`src/rtl/wb_stage_if.sv`:
```
// MEM-to-WB handshake, data-memory read return and register-file write port.
// master drives the MEM/dmem side, slave is the writeback stage.
interface wb_stage_if;
  logic        mem_valid_i;
  logic        mem_ready_o;
  logic        mem_w_ena_i;
  logic [4:0]  mem_w_addr_i;
  logic [31:0] mem_w_data_i;
  logic        mem_is_load_i;
  logic [2:0]  mem_funct3_i;
  logic        dmem_rvalid_i;
  logic [31:0] dmem_rdata_i;
  logic        w_ena_o;
  logic [4:0]  w_addr_o;
  logic [31:0] w_data_o;
  logic        retire_o;
  logic        load_err_o;
  logic [31:0] instret_o;

  modport master (
    output mem_valid_i, mem_w_ena_i, mem_w_addr_i, mem_w_data_i, mem_is_load_i,
           mem_funct3_i, dmem_rvalid_i, dmem_rdata_i,
    input  mem_ready_o, w_ena_o, w_addr_o, w_data_o, retire_o, load_err_o, instret_o
  );

  modport slave (
    input  mem_valid_i, mem_w_ena_i, mem_w_addr_i, mem_w_data_i, mem_is_load_i,
           mem_funct3_i, dmem_rvalid_i, dmem_rdata_i,
    output mem_ready_o, w_ena_o, w_addr_o, w_data_o, retire_o, load_err_o, instret_o
  );
endinterface

```
`src/rtl/wb_stage.sv`:
```
// RISC-V writeback stage: retires one instruction per MEM handshake, waits for
// load data, aligns/extends it and issues a registered register-file write pulse.
module wb_stage (
  input  logic      clk_100MHz,
  input  logic      rst,
  wb_stage_if.slave bus
);
  localparam int unsigned XLEN = 32;
  localparam int unsigned RW   = 5;

  typedef enum logic {IDLE = 1'b0, LOAD_WAIT = 1'b1} state_t;

  state_t          state;
  logic [RW-1:0]   ld_addr;
  logic            ld_ena;
  logic [2:0]      ld_funct3;
  logic [1:0]      ld_off;
  logic [XLEN-1:0] ld_value;
  logic            ld_err;
  logic [7:0]      byte_sel;
  logic [15:0]     half_sel;
  logic            xfer;

  assign xfer = bus.mem_valid_i & bus.mem_ready_o;

  // Select, extend and validate the load value from the returned word.
  always_comb begin
    ld_value = '0;
    ld_err   = 1'b0;
    byte_sel = 8'(bus.dmem_rdata_i >> {ld_off, 3'b000});
    half_sel = ld_off[1] ? bus.dmem_rdata_i[31:16] : bus.dmem_rdata_i[15:0];
    case (ld_funct3)
      3'b000: ld_value = {{24{byte_sel[7]}}, byte_sel};
      3'b001: begin
        ld_value = {{16{half_sel[15]}}, half_sel};
        ld_err   = ld_off[0];
      end
      3'b010: begin
        ld_value = bus.dmem_rdata_i;
        ld_err   = |ld_off;
      end
      3'b100: ld_value = {24'h0, byte_sel};
      3'b101: begin
        ld_value = {16'h0, half_sel};
        ld_err   = ld_off[0];
      end
      default: ld_err = 1'b1;
    endcase
  end

  // Control FSM, captured load context and all registered outputs.
  always_ff @(posedge clk_100MHz) begin
    if (rst) begin
      state          <= IDLE;
      bus.mem_ready_o <= 1'b1;
      bus.w_ena_o    <= 1'b0;
      bus.w_addr_o   <= '0;
      bus.w_data_o   <= '0;
      bus.retire_o   <= 1'b0;
      bus.load_err_o <= 1'b0;
      bus.instret_o  <= '0;
      ld_addr        <= '0;
      ld_ena         <= 1'b0;
      ld_funct3      <= '0;
      ld_off         <= '0;
    end else begin
      bus.w_ena_o    <= 1'b0;
      bus.retire_o   <= 1'b0;
      bus.load_err_o <= 1'b0;
      bus.instret_o  <= bus.instret_o + XLEN'(bus.retire_o);
      case (state)
        IDLE: begin
          if (xfer) begin
            if (bus.mem_is_load_i) begin
              ld_addr         <= bus.mem_w_addr_i;
              ld_ena          <= bus.mem_w_ena_i;
              ld_funct3       <= bus.mem_funct3_i;
              ld_off          <= bus.mem_w_data_i[1:0];
              bus.mem_ready_o <= 1'b0;
              state           <= LOAD_WAIT;
            end else begin
              bus.retire_o <= 1'b1;
              bus.w_ena_o  <= bus.mem_w_ena_i && (bus.mem_w_addr_i != RW'(0));
              bus.w_addr_o <= bus.mem_w_addr_i;
              bus.w_data_o <= bus.mem_w_data_i;
            end
          end
        end
        LOAD_WAIT: begin
          if (bus.dmem_rvalid_i) begin
            bus.retire_o    <= 1'b1;
            bus.load_err_o  <= ld_err;
            bus.w_ena_o     <= ld_ena && (ld_addr != RW'(0)) && !ld_err;
            bus.w_addr_o    <= ld_addr;
            bus.w_data_o    <= ld_value;
            bus.mem_ready_o <= 1'b1;
            state           <= IDLE;
          end
        end
        default: begin
          bus.mem_ready_o <= 1'b1;
          state           <= IDLE;
        end
      endcase
    end
  end
endmodule

```
`src/flat_wrapper.sv`:
```
// flat-port wrapper written by rule: the top's interface ports become plain ports
module wb_stage_flat 
  (clk_100MHz, rst, bus_mem_valid_i, bus_mem_w_ena_i, bus_mem_w_addr_i, bus_mem_w_data_i, bus_mem_is_load_i, bus_mem_funct3_i, bus_dmem_rvalid_i, bus_dmem_rdata_i, bus_mem_ready_o, bus_w_ena_o, bus_w_addr_o, bus_w_data_o, bus_retire_o, bus_load_err_o, bus_instret_o);
  wb_stage_if bus_i ();
  input  logic clk_100MHz;
  input  logic rst;
  input wire logic [$bits(bus_i.mem_valid_i)-1:0] bus_mem_valid_i;
  input wire logic [$bits(bus_i.mem_w_ena_i)-1:0] bus_mem_w_ena_i;
  input wire logic [$bits(bus_i.mem_w_addr_i)-1:0] bus_mem_w_addr_i;
  input wire logic [$bits(bus_i.mem_w_data_i)-1:0] bus_mem_w_data_i;
  input wire logic [$bits(bus_i.mem_is_load_i)-1:0] bus_mem_is_load_i;
  input wire logic [$bits(bus_i.mem_funct3_i)-1:0] bus_mem_funct3_i;
  input wire logic [$bits(bus_i.dmem_rvalid_i)-1:0] bus_dmem_rvalid_i;
  input wire logic [$bits(bus_i.dmem_rdata_i)-1:0] bus_dmem_rdata_i;
  output wire logic [$bits(bus_i.mem_ready_o)-1:0] bus_mem_ready_o;
  output wire logic [$bits(bus_i.w_ena_o)-1:0] bus_w_ena_o;
  output wire logic [$bits(bus_i.w_addr_o)-1:0] bus_w_addr_o;
  output wire logic [$bits(bus_i.w_data_o)-1:0] bus_w_data_o;
  output wire logic [$bits(bus_i.retire_o)-1:0] bus_retire_o;
  output wire logic [$bits(bus_i.load_err_o)-1:0] bus_load_err_o;
  output wire logic [$bits(bus_i.instret_o)-1:0] bus_instret_o;
  assign bus_i.mem_valid_i = bus_mem_valid_i;
  assign bus_i.mem_w_ena_i = bus_mem_w_ena_i;
  assign bus_i.mem_w_addr_i = bus_mem_w_addr_i;
  assign bus_i.mem_w_data_i = bus_mem_w_data_i;
  assign bus_i.mem_is_load_i = bus_mem_is_load_i;
  assign bus_i.mem_funct3_i = bus_mem_funct3_i;
  assign bus_i.dmem_rvalid_i = bus_dmem_rvalid_i;
  assign bus_i.dmem_rdata_i = bus_dmem_rdata_i;
  assign bus_mem_ready_o = bus_i.mem_ready_o;
  assign bus_w_ena_o = bus_i.w_ena_o;
  assign bus_w_addr_o = bus_i.w_addr_o;
  assign bus_w_data_o = bus_i.w_data_o;
  assign bus_retire_o = bus_i.retire_o;
  assign bus_load_err_o = bus_i.load_err_o;
  assign bus_instret_o = bus_i.instret_o;
  wb_stage u_core (.clk_100MHz(clk_100MHz), .rst(rst), .bus(bus_i));
endmodule
```
`config.mk`:
```
export PLATFORM = sky130hd
export DESIGN_NAME = wb_stage_flat
export DESIGN_NICKNAME = d
export VERILOG_FILES = /design/src/rtl/wb_stage_if.sv /design/src/rtl/wb_stage.sv /design/src/flat_wrapper.sv
export SDC_FILE = /design/constraint.sdc
export NUM_CORES = 1
export LEC_CHECK = 0
export BUFFER_PORTS_ARGS = -buffer_cell sky130_fd_sc_hd__buf_2
export CELL_PAD_IN_SITES_DETAIL_PLACEMENT = 0
export CELL_PAD_IN_SITES_GLOBAL_PLACEMENT = 2
export CORE_ASPECT_RATIO = 2
export CORE_MARGIN = 5
export CORE_UTILIZATION = 28
export DETAILED_ROUTE_END_ITERATION = 8
export PLACE_DENSITY = 0.92
export SETUP_SLACK_MARGIN = 0.15
export SYNTH_ARGS = -nofsm -noshare
export SYNTH_HDL_FRONTEND = slang
export SYNTH_SLANG_ARGS = --single-unit
```
`constraint.sdc`:
```
create_clock -name clk_100MHz -period 2.2 [get_ports clk_100MHz]
set_clock_uncertainty 0.1 [all_clocks]
set_input_delay 0.44 -clock clk_100MHz [delete_from_list [all_inputs] [get_ports clk_100MHz]]
set_output_delay 0.44 -clock clk_100MHz [all_outputs]
set_load 0.01 [all_outputs]
```
# Word-level counts from Yosys, hierarchy flattened

Index checks and enable logic that the tools add are counted.

Bits of input ports: 78
Output and inout bits: 73
Register bits: 85
Logic and storage cells: 66

Multiplexer cells: 27
Shift operators: 1
Equal/unequal tests: 8
Reduce and logical (&&, ||, !) cells: 14
Add/sub/neg operators: 1
Bitwise gates (word level): 3

Operators with widths:

| operator             | count |
|---|---|
| $pmux W32 S5         | 1 |
| $mux W32             | 3 |
| $pmux W32 S2         | 1 |
| $add A32 B1 Y32      | 1 |
| $shr A32 B5 Y8       | 1 |
| $mux W16             | 1 |
| $mux W5              | 3 |
| $mux W1              | 12 |
| $pmux W5 S2          | 1 |
| $reduce_bool A5 Y1   | 2 |
| $reduce_and A3 Y1    | 3 |
| $pmux W1 S2          | 4 |
| $eq A3 B3 Y1 const B | 2 |
| $ne A2 B2 Y1 const B | 3 |
| $reduce_or A2 Y1     | 3 |
| $eq A3 B1 Y1 const B | 1 |
| $eq A3 B2 Y1 const B | 1 |
| $logic_and A1 B1 Y1  | 3 |
| $logic_not A3 Y1     | 1 |
| $pmux W1 S3          | 1 |
| $reduce_or A3 Y1     | 1 |
| $ne A2 B1 Y1 const B | 1 |
| $not A1 Y1           | 2 |
| $and A1 B1 Y1        | 1 |
| $logic_not A1 Y1     | 1 |

# Logic depth before layout (Yosys ltp)

Depth in word-level cells: 7
Gate-level depth with buffers: 8

# Worst setup path before layout

No wires, ideal clock.

Path type: reg2reg
Start: register u_core.bus.instret_o[0]
End: register u_core.bus.instret_o[31]
Stages on the path, launching flop included: 9
Arrival time: 1892 ps
Setup slack: 138 ps
Period minus slack after synthesis: 2062 ps
Cell sequence: dfxtp_1 ha_1 nand3_1 or2_1 clkbuf_1 or3_1 clkbuf_2 or3_1 a21oi_1

Word-level cells in the longest chain between the ends: 1

Ends and longest elaborated chain:

| element                | line              | source |
|---|---|---|
| start, declared        | wb_stage_if.sv:29 | `output mem_ready_o, w_ena_o, w_addr_o, w_data_o, retire_o, load_err_o, instret_o` |
| start signal, assigned | wb_stage.sv:70    | `bus.instret_o <= bus.instret_o + XLEN'(bus.retire_o);` |
| $add A32 B1 Y32        | wb_stage.sv:70    |  |

No other way between the ends.
A chain may end at the register's enable or synchronous reset.

# Worst setup path in the final report

Ends and elaborated chain as after synthesis.

==> out/metrics.yaml <==
syn-num-nets: 607
min_to: "u_core.ld_funct3[1]$_SDFFE_PP0P_"
synth-edff-count: 0
drive_above_1_share_pct: 30.7
reg2reg_from: "u_core.bus.instret_o[0]$_SDFF_PP0_"
area_growth_pct: 34.0
rr_worst_depth: 6
status: "completed"
drt_iter0_drc: 196
hold_depth: 3
yosysTopAreaCell: "dfxtp_1"
postCtsHoldBufs: 0
combPwrFrac_pct: 16.5
synth.top_cell.area_share_pct: 40.2
gp_congestion: 0.861
synthArstFlopShare_pct: 0
start_util_pct: 28.6
start_kind: "register"
synth_seq_cells: 85
die-area_sq_um: 17800
drcViolationCount: 0
final_nets: 763
vias: 4509
power_mw: 3.87
p_leak_nw: 2.36
die_x_um: 97.0
rsz0062_at_grt: "yes"
period_needed_ns: 1.98
crit_fanout: 8
cap_violations: 0
hold_violations: 0
slew_headroom_pct: 65.6
cts-root-buf: "clkbuf_16"
setup_viol: 0
synth-main-ff-cell: "dfxtp_1"
ys_types: 49
htreeDepth: 3
ant_nets: 0
min-delay-start: "bus_mem_funct3_i[1]"
irDropWorstVdd_uv: 365
worst_slew_pin_slew_ns: 0.516
synth_area_leaders: "dfxtp_1, nor2_1, nand2_1"
via_per_inst: 5.09
fin_setup_tns_ns: 0
core-area_sq_um: 14800
grt_pass1_vias: 4715
grt_overflow: 0
internal-power_mw: 2.77
switching_share_pct: 28.3
syn-cell-area_sq_um: 4230
clock_latency_ns: 0.34
reg2reg_setup_slack_ns: 0.22
worstPathArrival_ns: 2.16
syn-mean-instance-area_sq_um: 8.03
ys_seq_area_share_pct: 40.2
core.rowCount: 63
end_kind: "register"
cts_sinks: 85
ioPinCount: 151
grt_use_total_pct: 17.6
wl_per_cell_um: 18.1
finalCritPeriodShare_pct: 90.1
seqPwrFrac_pct: 43.4
portBuffers: 150
yosysWarningCount: 0
clk_pin_slew_ns: 0.07
fp.dieH_um: 184
synth_cells: 527
whs_ns: 0.236
ctsLongestPathBuffers: 2
grt_max_degree: 39
hpwlAfterDp_um: 12800
grt_pass1_wl_um: 24700
cts_tree: "yes"
power.share.clock_pct: 40.2
switchingPower_mw: 1.09
antenna_found_initial: 4
routed_wl_um: 16000
dr.pass1.iters: 5
min_path_type: "in2reg"
power_density_nw_per_um2: 682
slew_viol_final: 0
worstSetupPathType: "reg2reg"
worstPathRequired_ns: 2.37
reg2reg_to: "u_core.bus.instret_o[31]$_SDFF_PP0_"
cts_buffers: 9
max_freq_ghz: 0.504
[worst max-delay path by stage]
stage	slack, ns	end	startpoint	cells past startpoint
global placement	0.16	u_core.bus.w_data_o[22]$_SDFFE_PP0P_	bus_dmem_rdata_i[23]	6
detailed placement	0.12	u_core.bus.w_data_o[28]$_SDFFE_PP0P_	bus_dmem_rdata_i[23]	6
CTS	0.16	u_core.bus.instret_o[31]$_SDFF_PP0_	u_core.bus.instret_o[0]$_SDFF_PP0_	6
global route	0.08	u_core.bus.instret_o[31]$_SDFF_PP0_	u_core.bus.instret_o[0]$_SDFF_PP0_	6
floorplan	0.19	u_core.bus.instret_o[31]$_SDFF_PP0_	u_core.bus.retire_o$_SDFF_PP0_	8
finish	0.22	u_core.bus.instret_o[31]$_SDFF_PP0_	u_core.bus.instret_o[0]$_SDFF_PP0_	6
[synthesized netlist by cell type (2+ instances only)]
| master | instances |
|---|---|
| and2_1 | 2 |
| buf_1 | 4 |
| a21o_1 | 5 |
| xnor2_1 | 14 |
| buf_2 | 4 |
| nand2_1 | 65 |
| nor2_1 | 79 |
| a32o_1 | 4 |
| inv_1 | 5 |
| nor4_1 | 7 |
| nor3_1 | 5 |
| ha_1 | 2 |
| nor2b_1 | 4 |
| o21bai_1 | 2 |
| nand2b_1 | 3 |
| or4_1 | 2 |
| clkbuf_1 | 25 |
| o31ai_1 | 3 |
| and4_1 | 6 |
| nand4_1 | 8 |
| a21oi_1 | 30 |
| and3_1 | 3 |
| nand3_1 | 14 |
| a211o_1 | 12 |
| dfxtp_1 | 85 |
| or3_1 | 6 |
| o22ai_1 | 5 |
| xor2_1 | 11 |
| o21ai_0 | 40 |
| a221oi_1 | 3 |
| a211oi_1 | 22 |
| a31oi_1 | 11 |
| mux2i_1 | 20 |
[worst max-delay path, stage by stage, from the launching register on]
cell and delay (ns):
dfxtp_2 0.33, ha_2 0.20, nand3_1 0.14, or2_1 0.27, or3_4 0.37, or3_1 0.35, a21oi_1 0.15
[cell usage in the layout (no fill, tap or decap), types with 3 or more instances in the layout]
cell type / n
a211o_1: 12
a211oi_1: 22
a21o_1: 5
a21oi_1: 30
a221oi_1: 3
a31oi_1: 11
a32o_1: 4
and3_1: 3
and4_1: 5
buf_2: 150
buf_4: 27
clkbuf_16: 9
dfxtp_1: 81
dfxtp_2: 4
inv_1: 5
mux2i_1: 20
nand2_1: 64
nand3_1: 14
nand4_1: 8
nor2_1: 79
nor2b_1: 4
nor3_1: 5
nor4_1: 7
o21ai_0: 40
o22ai_1: 5
o31ai_1: 3
or3_1: 5
xnor2_1: 14
xor2_1: 11
[cell type report]
cell class                 count  area (sq um)
tap                          195           244
clock inverter                 7          72.6
clock buffer                   9           225
sequential                    85          1710
inverter                       5          18.8
fill                        1670          9150
multi-input combinational    402          2390
timing repair buffer         180          1000
antenna                        2          5.00
[metrics by stage]
step,std cells,setup WS (ns),utilization (%),instance area (sq um)
CTS,883,0.159,38.1,5640
global placement,867,0.160,36.1,5340
floorplan,527,0.187,-,4240
finish,885,0.218,38.3,5670
detailed placement,867,0.124,36.1,5340
global route,885,0.0836,38.3,5670
[power by group through the flow]
| stage | combinational (mW) | clock [mW] | sequential (mW) |
|---|---|---|---|
| 4_1_cts | 0.638 | 1.60 | 1.68 |
| 3_3_place_gp | 0.630 | 0 | 1.71 |
| 3_5_place_dp | 0.637 | 0 | 1.71 |
| 2_1_floorplan | 0.314 | 0 | 1.73 |
| 5_1_grt | 0.700 | 1.66 | 1.69 |
| 6_report | 0.637 | 1.55 | 1.68 |
[timing repair]
action / in CTS / in global routing
endpoints found under the setup margin: 1 / 21
gates resized for setup: 1 / 7
endpoints found under the hold margin: 0 / 0
setup buffers: 0 / 0
[cells by family (layout without fill, tap and decap cells)]
logic type	Yosys count	after routing	share of synthesized area, %
XOR/XNOR	25	25	5.17
AND/OR/NAND/NOR	212	212	23.6
multiplexers	22	22	5.53
adder cells (fa/ha/maj)	2	2	0.591
AO/OA/AOI/OAI	141	141	21.1
other	0	2	0
buffers and inverters	40	201	3.78
flip-flops	85	85	40.2
[flip-flops by register name, indices dropped and copies added, names as in the netlist]
| register | flops |
|---|---|
| u_core.bus.w_addr_o | 5 |
| u_core.bus.w_ena_o | 1 |
| u_core.ld_addr | 5 |
| u_core.ld_off | 2 |
| u_core.bus.load_err_o | 1 |
| u_core.bus.retire_o | 1 |
| u_core.ld_ena | 1 |
| u_core.bus.instret_o | 32 |
| u_core.bus.w_data_o | 32 |
| u_core.state | 1 |
| u_core.ld_funct3 | 3 |
| u_core.bus.mem_ready_o | 1 |
[metal layers]
metal | global-route usage, % | up-vias | part of all wire [%]
met5 | 0 | - | 0.13
met4 | 8.94 | 4 | 4.0
met3 | 4.52 | 39 | 6.1
met2 | 35.3 | 158 | 57
met1 | 15.9 | 2110 | 33
li1 | - | 2198 | -
Note: power is estimated with default switching activity, not from simulation.
